==> src/rtl/shift_enable_gen_if.sv <==
// shift_enable_gen_if: request/status bundle for the shift-enable sequencer.
// master drives start/len/hold; slave returns shift_ena/busy/done/remaining.
interface shift_enable_gen_if #(
  parameter int CNT_W = 4
);
  logic             start;
  logic [CNT_W-1:0] len;
  logic             hold;
  logic             shift_ena;
  logic             busy;
  logic             done;
  logic [CNT_W-1:0] remaining;

  modport master (
    output start, len, hold,
    input  shift_ena, busy, done, remaining
  );

  modport slave (
    input  start, len, hold,
    output shift_ena, busy, done, remaining
  );
endinterface

==> src/rtl/shift_enable_gen.sv <==
// shift_enable_gen: issues shift_ena for len cycles after start, then done.
// Ports: clk, reset (async, active-low), bus (slave). Option: SHIFT_ENA_RETRIGGER_EN.
module shift_enable_gen #(
  parameter int CNT_W = 4
) (
  input  logic           clk,
  input  logic           reset,
  shift_enable_gen_if.slave bus
);

  typedef enum logic [1:0] {
    IDLE,
    RUN,
    HOLD,
    DONE
  } st_t;

  st_t              st;
  st_t              st_n;
  logic [CNT_W-1:0] rem;
  logic [CNT_W-1:0] rem_n;
  logic             ena_q;
  logic             busy_q;
  logic             done_q;

  always_comb begin
    st_n  = st;
    rem_n = rem;
    unique case (st)
      IDLE, DONE: begin
        if (bus.start) begin
          if (bus.len != '0) begin
            st_n  = RUN;
            rem_n = bus.len;
          end else begin
            st_n  = DONE;
            rem_n = '0;
          end
        end else begin
          st_n = IDLE;
        end
      end
      RUN: begin
        rem_n = rem - CNT_W'(1);
        // terminal count wins over hold
        if (rem == CNT_W'(1))
          st_n = DONE;
        else if (bus.hold)
          st_n = HOLD;
        else
          st_n = RUN;
      end
      HOLD: begin
        if (!bus.hold)
          st_n = RUN;
      end
    endcase
`ifdef SHIFT_ENA_RETRIGGER_EN
    // retrigger reloads and overrides count/hold
    if (bus.start && (st == RUN || st == HOLD)) begin
      if (bus.len != '0) begin
        st_n  = RUN;
        rem_n = bus.len;
      end else begin
        st_n  = DONE;
        rem_n = '0;
      end
    end
`endif
  end

  always_ff @(posedge clk or negedge reset) begin
    if (!reset) begin
      st     <= IDLE;
      rem    <= '0;
      ena_q  <= 1'b0;
      busy_q <= 1'b0;
      done_q <= 1'b0;
    end else begin
      st     <= st_n;
      rem    <= rem_n;
      ena_q  <= (st_n == RUN);
      busy_q <= (st_n == RUN) || (st_n == HOLD);
      done_q <= (st_n == DONE);
    end
  end

  assign bus.shift_ena = ena_q;
  assign bus.busy      = busy_q;
  assign bus.done      = done_q;
  assign bus.remaining = rem;

endmodule

==> src/flat_wrapper.sv <==
// flat-port wrapper written by rule: the top's interface ports become plain ports
module shift_enable_gen_flat 
#(
  parameter int CNT_W = 4
)
  (clk, reset, bus_start, bus_len, bus_hold, bus_shift_ena, bus_busy, bus_done, bus_remaining);
  shift_enable_gen_if #(.CNT_W(CNT_W)) bus_i ();
  input  logic clk;
  input  logic reset;
  input wire logic [$bits(bus_i.start)-1:0] bus_start;
  input wire logic [$bits(bus_i.len)-1:0] bus_len;
  input wire logic [$bits(bus_i.hold)-1:0] bus_hold;
  output wire logic [$bits(bus_i.shift_ena)-1:0] bus_shift_ena;
  output wire logic [$bits(bus_i.busy)-1:0] bus_busy;
  output wire logic [$bits(bus_i.done)-1:0] bus_done;
  output wire logic [$bits(bus_i.remaining)-1:0] bus_remaining;
  assign bus_i.start = bus_start;
  assign bus_i.len = bus_len;
  assign bus_i.hold = bus_hold;
  assign bus_shift_ena = bus_i.shift_ena;
  assign bus_busy = bus_i.busy;
  assign bus_done = bus_i.done;
  assign bus_remaining = bus_i.remaining;
  shift_enable_gen #(.CNT_W(CNT_W)) u_core (.clk(clk), .reset(reset), .bus(bus_i));
endmodule
==> config.mk <==
export PLATFORM = sky130hd
export DESIGN_NAME = shift_enable_gen_flat
export DESIGN_NICKNAME = d
export VERILOG_FILES = /design/src/rtl/shift_enable_gen_if.sv /design/src/rtl/shift_enable_gen.sv /design/src/flat_wrapper.sv
export SDC_FILE = /design/constraint.sdc
export NUM_CORES = 1
export LEC_CHECK = 0
export ABC_AREA = 1
export CAP_MARGIN = 20
export CORE_AREA = 2 2 39 41
export CTS_CLUSTER_SIZE = 25
export DETAILED_ROUTE_END_ITERATION = 10
export DIE_AREA = 0 0 41 43
export PLACE_DENSITY = 0.69
export SYNTH_ARGS = -nofsm -noshare
export SYNTH_HDL_FRONTEND = slang
export SYNTH_SLANG_ARGS = --single-unit
==> constraint.sdc <==
create_clock -name clk -period 2.6 [get_ports clk]
set_input_delay 0.39 -clock clk [delete_from_list [all_inputs] [get_ports clk]]
set_output_delay 0.39 -clock clk [all_outputs]
set_load 0.01 [all_outputs]
==> run summary, run 1 <==
Status - finished, final reports clean
Wire per inst - 9.89 um
Root buffer cell - clkbuf_4
WL final - 1060 um
GPL Wtd Cong - 0.833
Antenna violations before repair - 0
DRT iter0 DRCs - 6
Relative slew slack - 72.4%
CP peak stage delay - 0.37 ns
Die extent in y - 43 um
CP bufs+invs - 3
Die area - 1760 um^2
Max Fclk - 595 MHz
R2R cell count - 8
Worst EP required - 2.76 ns
Total CTS buffers - 3
First-pass DRT Iterations - 2
Hold buffer count at cts - 0
Multi-input logic area - 256 um^2
Number of global-route vias before repair - 439
Reg-to-reg endpoint - u_core.bus.busy$_DFF_PN0_
Final slew viol count - 0
Syn. warnings - 0
Synth top area cells - dfrtp_1 (42%), nand2_1 (14%), ha_1 (12%), inv_1 (9.8%), nor2_1 (7.0%)
WS Path Type - flop to flop
Vias per cell - 4.63
Final hold violation count - 0
Register area - 225 um^2
Worst setup endpoint - u_core.bus.busy$_DFF_PN0_
Crit path launch type - flop
Vias - 495
Clk pin slew, worst setup/hold paths - 0.06 ns
Die width - 41 um
Measured slew at the worst slew-check pin - 0.413 ns
Nets - 105
Family with the most delay on the worst path - adder cells
Worst r2r src - u_core.st[0]$_DFF_PN0_
FF-to-FF setup slack - 0.92 ns
Worst Hold Class - input pin to async pin
Post-Syn Area per Cell - 7.37 um^2
Critical path depth - 8
Seq/Total Area, Yosys - 41.9%
IO Pins - 15
Seq cells post-synth - 9
Setup slack after layout - 0.919 ns
Post-DP HPWL - 861 um
Post-synth net total - 86
Power per cell area - 1230 nW/um^2
Post-route DRC - 0
Post-detailed-route count of antenna-violating nets - 0
Slowest CP cell - ha_1
Most Frequent Cell on Critical Path - inv_1
Area growth, synth to finish - 34.7%
Setup WS pre-CTS - 0.818 ns
Core footprint - 1380 um^2
Post-CTS setup buffer count - 0
FILL cells - 149
CP endpoint kind - flop
Min cycle time layout - 1.68 ns
Leading area contributor after synthesis - dfrtp_1
Netlist Area Pre-Place - 538 um^2
RSZ-0062 raised after global routing - no
Cells after DPL - 103
Overall routing resource usage - 15.6%
Sum Neg Setup Slack - 0 ns
First-pass GRT wire length - 1810 um
CTS tree - yes
Crit path launch - u_core.st[0]$_DFF_PN0_
Layout Cells excl Fill - 107
Initial core utilization - 38.9%
Buffers on Ports - 14
Post-Route Utilization - 52.4%
MaxCap Viol Count - 0
Worst path cell trace - inv_1 > ha_1 > nand2_1 > nand2_1 > a21oi_1 > inv_1 > ha_1 > inv_1
Clk_skew - 0.00338 ns
Period utilization - 64.7%
Crit Path Max Fanout - 6
Yosys top cell area share - 41.9%
Clk sinks - 9
Cells after synthesis - 73
Post-cts resize count - 0
GR Overflow Total - 0
Endpoints failing setup - 0
VDD IR max - 0.658 mV
Pin count of the biggest net entering global routing - 10
Worst-Skew Late Latency - 0.26 ns
Number of diodes - 0
CTS H-tree depth - 1
CP Data Arrival Time - 1.84 ns
Leakage - 0.000389 uW
Synth unique cells - 14
CTS Buffer Depth - 2
Layout cells sized above 1 - 5.49%
Row count - 14
-- cell type report --
cell class	count	area share, %
multi-input combinational	49	35.4
sequential	9	31.1
timing repair buffer	14	19.3
inverter	15	7.77
tap	16	2.76
clock buffer	4	3.63
-- through the flow --
stage	hold slack [ns]	instance area, um^2	total power [uW]
6_report	0.425	724	893
2_1_floorplan	0.0944	538	606
4_1_cts	0.435	724	910
3_5_place_dp	0.559	698	794
5_1_grt	0.451	724	1000
3_3_place_gp	0.560	698	787
-- cells in the final DEF (no fill, tap or decap), drive strengths merged --
master | netlist | final
a21oi | 1 | 1
clkbuf | 0 | 4
clkdlybuf4s50 | 0 | 14
dfrtp | 9 | 9
ha | 5 | 5
inv | 15 | 15
nand2 | 20 | 20
nand3 | 4 | 4
nand4 | 1 | 1
nor2 | 10 | 10
o211ai | 1 | 1
o21ai | 6 | 6
xor2 | 1 | 1
-- how the worst min path moves through the flow --
stage	startpoint	endpoint
finish	reset	u_core.bus.remaining[3]$_DFFE_PN0P_
global route	reset	u_core.bus.remaining[3]$_DFFE_PN0P_
CTS	reset	u_core.bus.remaining[3]$_DFFE_PN0P_
detailed placement	u_core.bus.remaining[3]$_DFFE_PN0P_	u_core.bus.remaining[3]$_DFFE_PN0P_
global placement	u_core.bus.remaining[3]$_DFFE_PN0P_	u_core.bus.remaining[3]$_DFFE_PN0P_
floorplan	reset	u_core.bus.busy$_DFF_PN0_
-- cell families (layout without fill, tap and decap cells) --
kind of cell	Yosys count	count (layout)	share of synthesized area, %
AND/OR/NAND/NOR	35	35	25.8
buffers and inverters	15	33	10.5
flip-flops	9	9	41.9
AO/OA/AOI/OAI	8	8	8.60
adder cells (fa/ha/maj)	5	5	11.6
XOR/XNOR	1	1	1.63
-- per-layer routing --
metal,vias to the layer above,global-route usage [%],share of wire [%]
met5,-,0,0
met3,2,4.71,4.5
met4,0,8.00,0.95
li1,262,-,-
met2,10,23.4,47
met1,221,19.1,48
-- state kept, by name, indices dropped and copies added (netlist names) --
| name | count |
|---|---|
| u_core.bus.remaining | 4 |
| u_core.st | 2 |
| u_core.bus.busy | 1 |
| u_core.bus.done | 1 |
| u_core.bus.shift_ena | 1 |
-- power by group --
group          total (uW)  switching (uW)  internal, uW  leakage (uW)
clock                 110            50.8          59.2     0.0000150
combinational         525             292           233      0.000262
sequential            258            47.6           210      0.000112
total                 893             391           502      0.000389
-- cell usage after synthesis --
master,n
a21oi_1,1
ha_1,5
o21ai_0,3
dfrtp_1,9
nand4_1,1
nand2_1,20
xor2_1,1
o211ai_1,1
inv_1,14
inv_2,1
nor2_1,10
nand3_1,4
o21ai_1,2
o21ai_2,1
-- worst reg2reg max path, cell delays in order (launching register included) --
cell and delay (ns):
dfrtp_1 0.35, inv_1 0.06, ha_1 0.37, nand2_1 0.15, nand2_1 0.06, a21oi_1 0.20
inv_1 0.08, ha_1 0.27, inv_1 0.03
No activity file was read; power rests on OpenSTA's default activity.
==> inputs of run 2 (changes only) <==
--- a/config.mk
+++ b/config.mk
@@ -7,11 +7,10 @@
 export LEC_CHECK = 0
 export ABC_AREA = 1
 export CAP_MARGIN = 20
-export CORE_AREA = 2 2 39 41
+export CORE_UTILIZATION = 40
 export CTS_CLUSTER_SIZE = 25
 export DETAILED_ROUTE_END_ITERATION = 10
-export DIE_AREA = 0 0 41 43
-export PLACE_DENSITY = 0.69
+export PLACE_DENSITY = 0.71
 export SYNTH_ARGS = -nofsm -noshare
 export SYNTH_HDL_FRONTEND = slang
 export SYNTH_SLANG_ARGS = --single-unit
==> constraint.sdc (replaced) <==
create_clock -name clk -period 1.4 [get_ports clk]
set_input_delay 0.21 -clock clk [delete_from_list [all_inputs] [get_ports clk]]
set_output_delay 0.21 -clock clk [all_outputs]
set_load 0.01 [all_outputs]
==> run 2 against run 1 <==
  * The run now ends with negative setup slack left
  * Register-to-register slack got worse by 0.99 ns
  * Clock-buffer cell count unchanged
  * Combinational power increased to 2.7 times the previous value
  * Final cell count increased by 12%
  * Wire length increased by 15%
  * First-iteration DRC count increased by 120%
  * Clock skew increased by 0.0063 ns
  * Cell area increased by 21%
  * Sequential power increased by 77%
  * Non-clock buffer count increased by 15
==> run summary, run 2 (synthesized netlist as in run 1, its figures left out) <==
Status - complete, but fails checks
Failing checks - negative setup slack
Hold buffer count at cts - 0 (unchanged)
WL final - 1220 um (+15%)
CTS tree - yes
Worst path cell trace - ha_4 > nor2_4 > nand2_1 > nand2_1 > a21oi_2 > inv_1 > ha_1 > inv_1
First-pass DRT Iterations - 4 (+2)
Total CTS buffers - 3 (unchanged)
First-pass GRT wire length - 1890 um (+4.2%)
Share of total power in combinational logic - 68.4% (+9.6 points)
Crit path launch type - flop
Net switching fraction of the power - 40.7% (-3.1 points)
Post-route DRC - 0 (unchanged)
Min cycle time layout - 1.47 ns (-0.211 ns)
IO Pins - 15 (unchanged)
Clock Power Share - 9.8% (-2.5 points)
Leakage - 0.000496 uW (+28%)
Leading cell type in the layout, fill and taps excluded - nand2_1
Setup slack after layout - -0.0700 ns (-0.989 ns)
RSZ-0062 raised after global routing - yes
Layout cells sized above 1 - 24.5% (+19 points)
Reg-to-reg endpoint - u_core.bus.busy$_DFF_PN0_
DRT iter0 DRCs - 13 (+7)
Nets - 120 (+14%)
Initial core utilization - 45.9% (+7.1 points)
Number of global-route vias before repair - 487 (+11%)
Clk sinks - 9 (unchanged)
Post-detailed-route count of antenna-violating nets - 0 (unchanged)
Row count - 12 (-2)
Switching pwr - 851 uW (+120%)
Overall routing resource usage - 20.4% (+4.8 points)
Total power - 2090 uW (+130%)
Worst EP required - 1.56 ns (-1.20 ns)
VDD IR max - 1.37 mV (+110%)
Vias - 558 (+13%)
Slowest CP cell - dfrtp_1
Worst r2r src - u_core.st[1]$_DFF_PN0_
Number of diodes - 0 (unchanged)
R2R cell count - 8 (unchanged)
CTS H-tree depth - 1 (unchanged)
Antenna violations before repair - 0 (unchanged)
Measured slew at the worst slew-check pin - 0.404 ns (-0.00868 ns)
Sum Neg Setup Slack - -0.0700 ns (-0.0700 ns)
Max Fclk - 680 MHz (+14%)
Clk_skew - 0.00972 ns (+0.00635 ns)
Int Pwr - 1240 uW (+150%)
Area growth, synth to finish - 62.6%
Crit Path Max Fanout - 6 (unchanged)
Die area - 1500 um^2 (-15%)
Root buffer cell - clkbuf_4
Setup WS pre-CTS - -0.144 ns (-0.962 ns)
Largest register FFs - 4 (unchanged)
Final slew viol count - 0 (unchanged)
WS Path Type - flop to flop
CTS Buffer Depth - 2 (unchanged)
CP endpoint kind - flop
Die width - 38.7 um (-5.7%)
GPL Wtd Cong - 0.769 (-7.7%)
Power per cell area - 2390 nW/um^2 (+94%)
Worst-Skew Late Latency - 0.27 ns (about the same)
Most frequent cells in the layout - nand2_1 (20), buf_4 (15), inv_1 (13)
Pin count of the biggest net entering global routing - 10 (unchanged)
MaxCap Viol Count - 0 (unchanged)
Wire per inst - 10.2 um (+2.7%)
Relative slew slack - 73.0% (+0.58 points)
Final hold violation count - 0 (unchanged)
Endpoints failing setup - 1 (+1)
Worst Hold Class - input pin to async pin
CP peak stage delay - 0.42 ns (+0.05 ns)
Vias per cell - 4.65 (+0.52%)
Die extent in y - 38.7 um (-10%)
GR Overflow Total - 0 (unchanged)
Core footprint - 1170 um^2 (-15%)
FF-to-FF setup slack - -0.07 ns (-0.99 ns)
Post-Route Utilization - 74.7% (+22 points)
Post-DP HPWL - 948 um (+10%)
Buffers on Ports - 14 (unchanged)
Placed Area - 782 um^2 (+12%)
CP Data Arrival Time - 1.63 ns (-0.21 ns)
Period utilization - 105% (+40 points)
Sequential Power Share - 21.9% (-7.0 points)
Final instance area - 875 um^2 (+21%)
Clk pin slew, worst setup/hold paths - 0.06 ns (about the same)
[run 2: cell types whose count changed in the layout (fill, tap and decap cells not counted), moves of 2 or more]
cell,before,now
ha_1,5,3
buf_4,0,15
dlymetal6s2s_1,0,3
clkdlybuf4s50_1,14,10
nor2_1,10,8
nor2_4,0,2
[run 2: per-stage QoR]
step                std cells  hold WS [ns]
CTS                       118         0.239
global route              120         0.272
floorplan                  73       -0.0856
detailed placement        110         0.533
finish                    120         0.231
global placement          110         0.531
[run 2: worst max-delay path by stage]
stage / start / end / slack, ns / cells past startpoint
final: u_core.st[1]$_DFF_PN0_ / u_core.bus.busy$_DFF_PN0_ / -0.07 / 8
after floorplan: u_core.st[1]$_DFF_PN0_ / u_core.bus.busy$_DFF_PN0_ / -0.008 / 8
after CTS: u_core.st[0]$_DFF_PN0_ / u_core.bus.busy$_DFF_PN0_ / -0.08 / 9
after global routing: u_core.st[1]$_DFF_PN0_ / u_core.bus.busy$_DFF_PN0_ / -0.17 / 8
after detailed placement: bus_hold / u_core.bus.busy$_DFF_PN0_ / -0.14 / 8
after global placement: bus_hold / u_core.bus.busy$_DFF_PN0_ / -0.11 / 8
[run 2: final cells by class]
type	instances	area (um^2)
multi-input cells	49	290
well taps	14	17.5
clock buffers	4	26.3
fillers	105	297
inverters	15	56.3
flip-flops and latches	9	225
repair buffers	29	259
[run 2: timing repair]
item	4_1_cts	5_1_grt
buffers inserted	4	2
pin swaps	0	5
gates resized for setup	2	6
setup endpoints to repair	6	7
[run 2: worst max-delay path, delay by kind of cell, from the launching register on]
kind,cells,cell delay (ns)
AOI/OAI and AO/OA,1,0.12
adders and majority gates,2,0.60
buffers and inverters,2,0.08
DFF,1,0.42
and+or+nand+nor,3,0.15
[run 2: power by group through the flow]
stage / Combinational, uW / Sequential [uW] / Clock [uW]
floorplan: 669 / 521 / 0
global placement: 1210 / 479 / 0
detailed placement: 1250 / 485 / 0
CTS: 1370 / 459 / 212
global route: 1590 / 467 / 219
finish: 1430 / 457 / 204
[run 2: layer usage]
metal  global-route usage [%]  share of wire (%)  vias up
met5                        0                  0        -
met4                     12.9                2.6        0
met3                     8.67                6.1        4
met2                     35.4                 53       13
met1                     19.2                 38      249
li1                         -                  -      292
==> inputs of run 3 (changes only) <==
--- a/config.mk
+++ b/config.mk
@@ -6,7 +6,7 @@
 export NUM_CORES = 1
 export LEC_CHECK = 0
 export ABC_AREA = 1
-export CAP_MARGIN = 20
+export CORE_MARGIN = 4
 export CORE_UTILIZATION = 40
 export CTS_CLUSTER_SIZE = 25
 export DETAILED_ROUTE_END_ITERATION = 10
@@ -14,3 +14,4 @@
 export SYNTH_ARGS = -nofsm -noshare
 export SYNTH_HDL_FRONTEND = slang
 export SYNTH_SLANG_ARGS = --single-unit
+export TNS_END_PERCENT = 20
==> run 3 against run 2 <==
  * The flow still finishes with violations (negative setup slack)
  * Clock-buffer cell count stayed put
  * Total power is 0.32% lower
  * Sequential cell count stayed put
  * Maximum frequency is 0.91% higher
  * Clock skew is 0.0030 ns lower
  * Register-to-register slack hardly changed
  * Sequential power is 0.9% higher
  * Combinational power hardly changed
==> run summary, run 3 (synthesized netlist as in run 1, its figures left out) <==
Setup WS pre-CTS - -0.120 ns (+0.0239 ns)
Endpoints failing setup - 1 (unchanged)
Core footprint - 1190 um^2 (+1.3%)
Layout Cells excl Fill - 117 (-2.5%)
Buffers on Ports - 14 (unchanged)
Post-detailed-route count of antenna-violating nets - 0 (unchanged)
Leading cell type in the layout, fill and taps excluded - nand2_1
Area growth, synth to finish - 57.2%
Row count - 12 (unchanged)
Post-route DRC - 0 (unchanged)
Number of global-route vias before repair - 514 (+5.5%)
Placed Area - 774 um^2 (-0.96%)
Pin count of the biggest net entering global routing - 10 (unchanged)
GR met2 Demand/Resource - 25.8% (-9.6 points)
VDD IR max - 1.60 mV (+17%)
Final slew viol count - 0 (unchanged)
IO Pins - 15 (unchanged)
Antenna violations before repair - 0 (unchanged)
Post-DP HPWL - 972 um (+2.5%)
GPL Wtd Cong - 0.846 (+10%)
Clk pin slew, worst setup/hold paths - 0.06 ns (about the same)
FF-to-FF setup slack - -0.06 ns (about the same)
Crit Path Max Fanout - 6 (unchanged)
Crit path launch type - flop
Largest register FFs - 4 (unchanged)
Worst Hold Class - input pin to async pin
Number of diodes - 0 (unchanged)
MaxCap Viol Count - 0 (unchanged)
Overall routing resource usage - 15.3% (-5.0 points)
GR Overflow Total - 0 (unchanged)
Failing checks - negative setup slack
Measured slew at the worst slew-check pin - 0.408 ns (+0.00420 ns)
Relative slew slack - 72.7% (-0.28 points)
Die width - 44.7 um (+16%)
Total CTS buffers - 3 (unchanged)
CTS tree - yes
Final instance area - 846 um^2 (-3.3%)
Max Fclk - 686 MHz (+0.91%)
Setup slack after layout - -0.0568 ns (+0.0132 ns)
Min cycle time layout - 1.46 ns (-0.0132 ns)
WL final - 1310 um (+7.8%)
CTS Buffer Depth - 2 (unchanged)
Worst-Skew Late Latency - 0.26 ns (about the same)
Clk_skew - 0.00676 ns (-0.00297 ns)
Layout cells sized above 1 - 21.4% (-3.2 points)
Nets - 117 (-2.5%)
Die area - 2000 um^2 (+33%)
Worst EP required - 1.55 ns (about the same)
CP Data Arrival Time - 1.61 ns (-0.02 ns)
Wire per inst - 11.2 um (+11%)
RSZ-0062 raised after global routing - yes
Met3 Use GR - 8.54% (-0.13 points)
Most frequent cells in the layout - nand2_1 (20), inv_1 (13), buf_4 (12)
Cells after DPL - 109 (-0.91%)
Period utilization - 104% (-0.94 points)
First-pass DRT Iterations - 4 (unchanged)
Busiest grt layer - met2
CTS H-tree depth - 1 (unchanged)
Die extent in y - 44.7 um (+16%)
DRT iter0 DRCs - 7 (-6)
Leakage - 0.000464 uW (-6.6%)
Root buffer cell - clkbuf_4
Final hold violation count - 0 (unchanged)
Vias - 572 (+2.5%)
WS Path Type - flop to flop
Status - complete, but fails checks
Power per cell area - 2460 nW/um^2 (+3.1%)
Initial core utilization - 45.4% (-0.58 points)
CP endpoint kind - flop
Clk sinks - 9 (unchanged)
First-pass GRT wire length - 2150 um (+13%)
Vias per cell - 4.89 (+5.1%)
Met1 Resource Use GR - 15.3% (-3.9 points)
Hold buffer count at cts - 0 (unchanged)
run 3: path summary, 6_finish.rpt:
check	start	end	depth (start not counted)
max	u_core.st[1]$_DFF_PN0_	u_core.bus.busy$_DFF_PN0_	8
min	reset	u_core.bus.remaining[3]$_DFFE_PN0P_	1
max reg2reg	u_core.st[1]$_DFF_PN0_	u_core.bus.busy$_DFF_PN0_	8
min reg2reg	u_core.bus.remaining[3]$_DFFE_PN0P_	u_core.bus.remaining[3]$_DFFE_PN0P_	2
max in group asynchronous	reset	u_core.st[1]$_DFF_PN0_	1
min in group clk	u_core.bus.remaining[3]$_DFFE_PN0P_	u_core.bus.remaining[3]$_DFFE_PN0P_	2
run 3: power breakdown:
part	switching [uW]	internal (uW)
sequential	70.3	390
clock	89.2	110
combinational	709	715
total	869	1210
run 3: area by class of cell:
| cell class | instances | area, um^2 |
|---|---|---|
| clock buffers | 4 | 26.3 |
| fillers | 103 | 340 |
| inverters | 15 | 56.3 |
| multi-input cells | 49 | 290 |
| flip-flops and latches | 9 | 225 |
| well taps | 14 | 17.5 |
| repair buffers | 26 | 230 |
run 3: layer usage:
layer	part of all wire [%]	wire length [um]	up-vias
li1	-	-	284
met1	34	445	258
met2	54	712	26
met3	10	131	4
met4	1.8	24	0
met5	0	0	-
run 3: through the flow:
| step | hold WS, ns | TNS [ns] | utilization [%] | power [uW] |
|---|---|---|---|---|
| 3_5_place_dp | 0.537 | -0.136 | 65.3 | 1750 |
| 4_1_cts | 0.250 | -0.0542 | 69.8 | 2050 |
| 6_report | 0.240 | -0.0568 | 71.3 | 2080 |
| 5_1_grt | 0.256 | -0.223 | 71.3 | 2290 |
| 2_1_floorplan | -0.0856 | -0.00844 | - | 1190 |
| 3_3_place_gp | 0.539 | -0.107 | 65.3 | 1710 |
run 3: critical path, cell delays in order, from the launching register on:
cell and delay, ns:
dfrtp_1 0.41, ha_4 0.31, nor2_1 0.05, nand2_1 0.05, nand2_1 0.05, a21oi_2 0.12
inv_1 0.05, ha_1 0.26, inv_1 0.03
run 3: what timing repair did:
action / 4_1_cts / 5_1_grt
buffers inserted: 4 / 0
endpoints found under the setup margin: 4 / 7
resized for setup: 2 / 4
gates cloned: 0 / 0
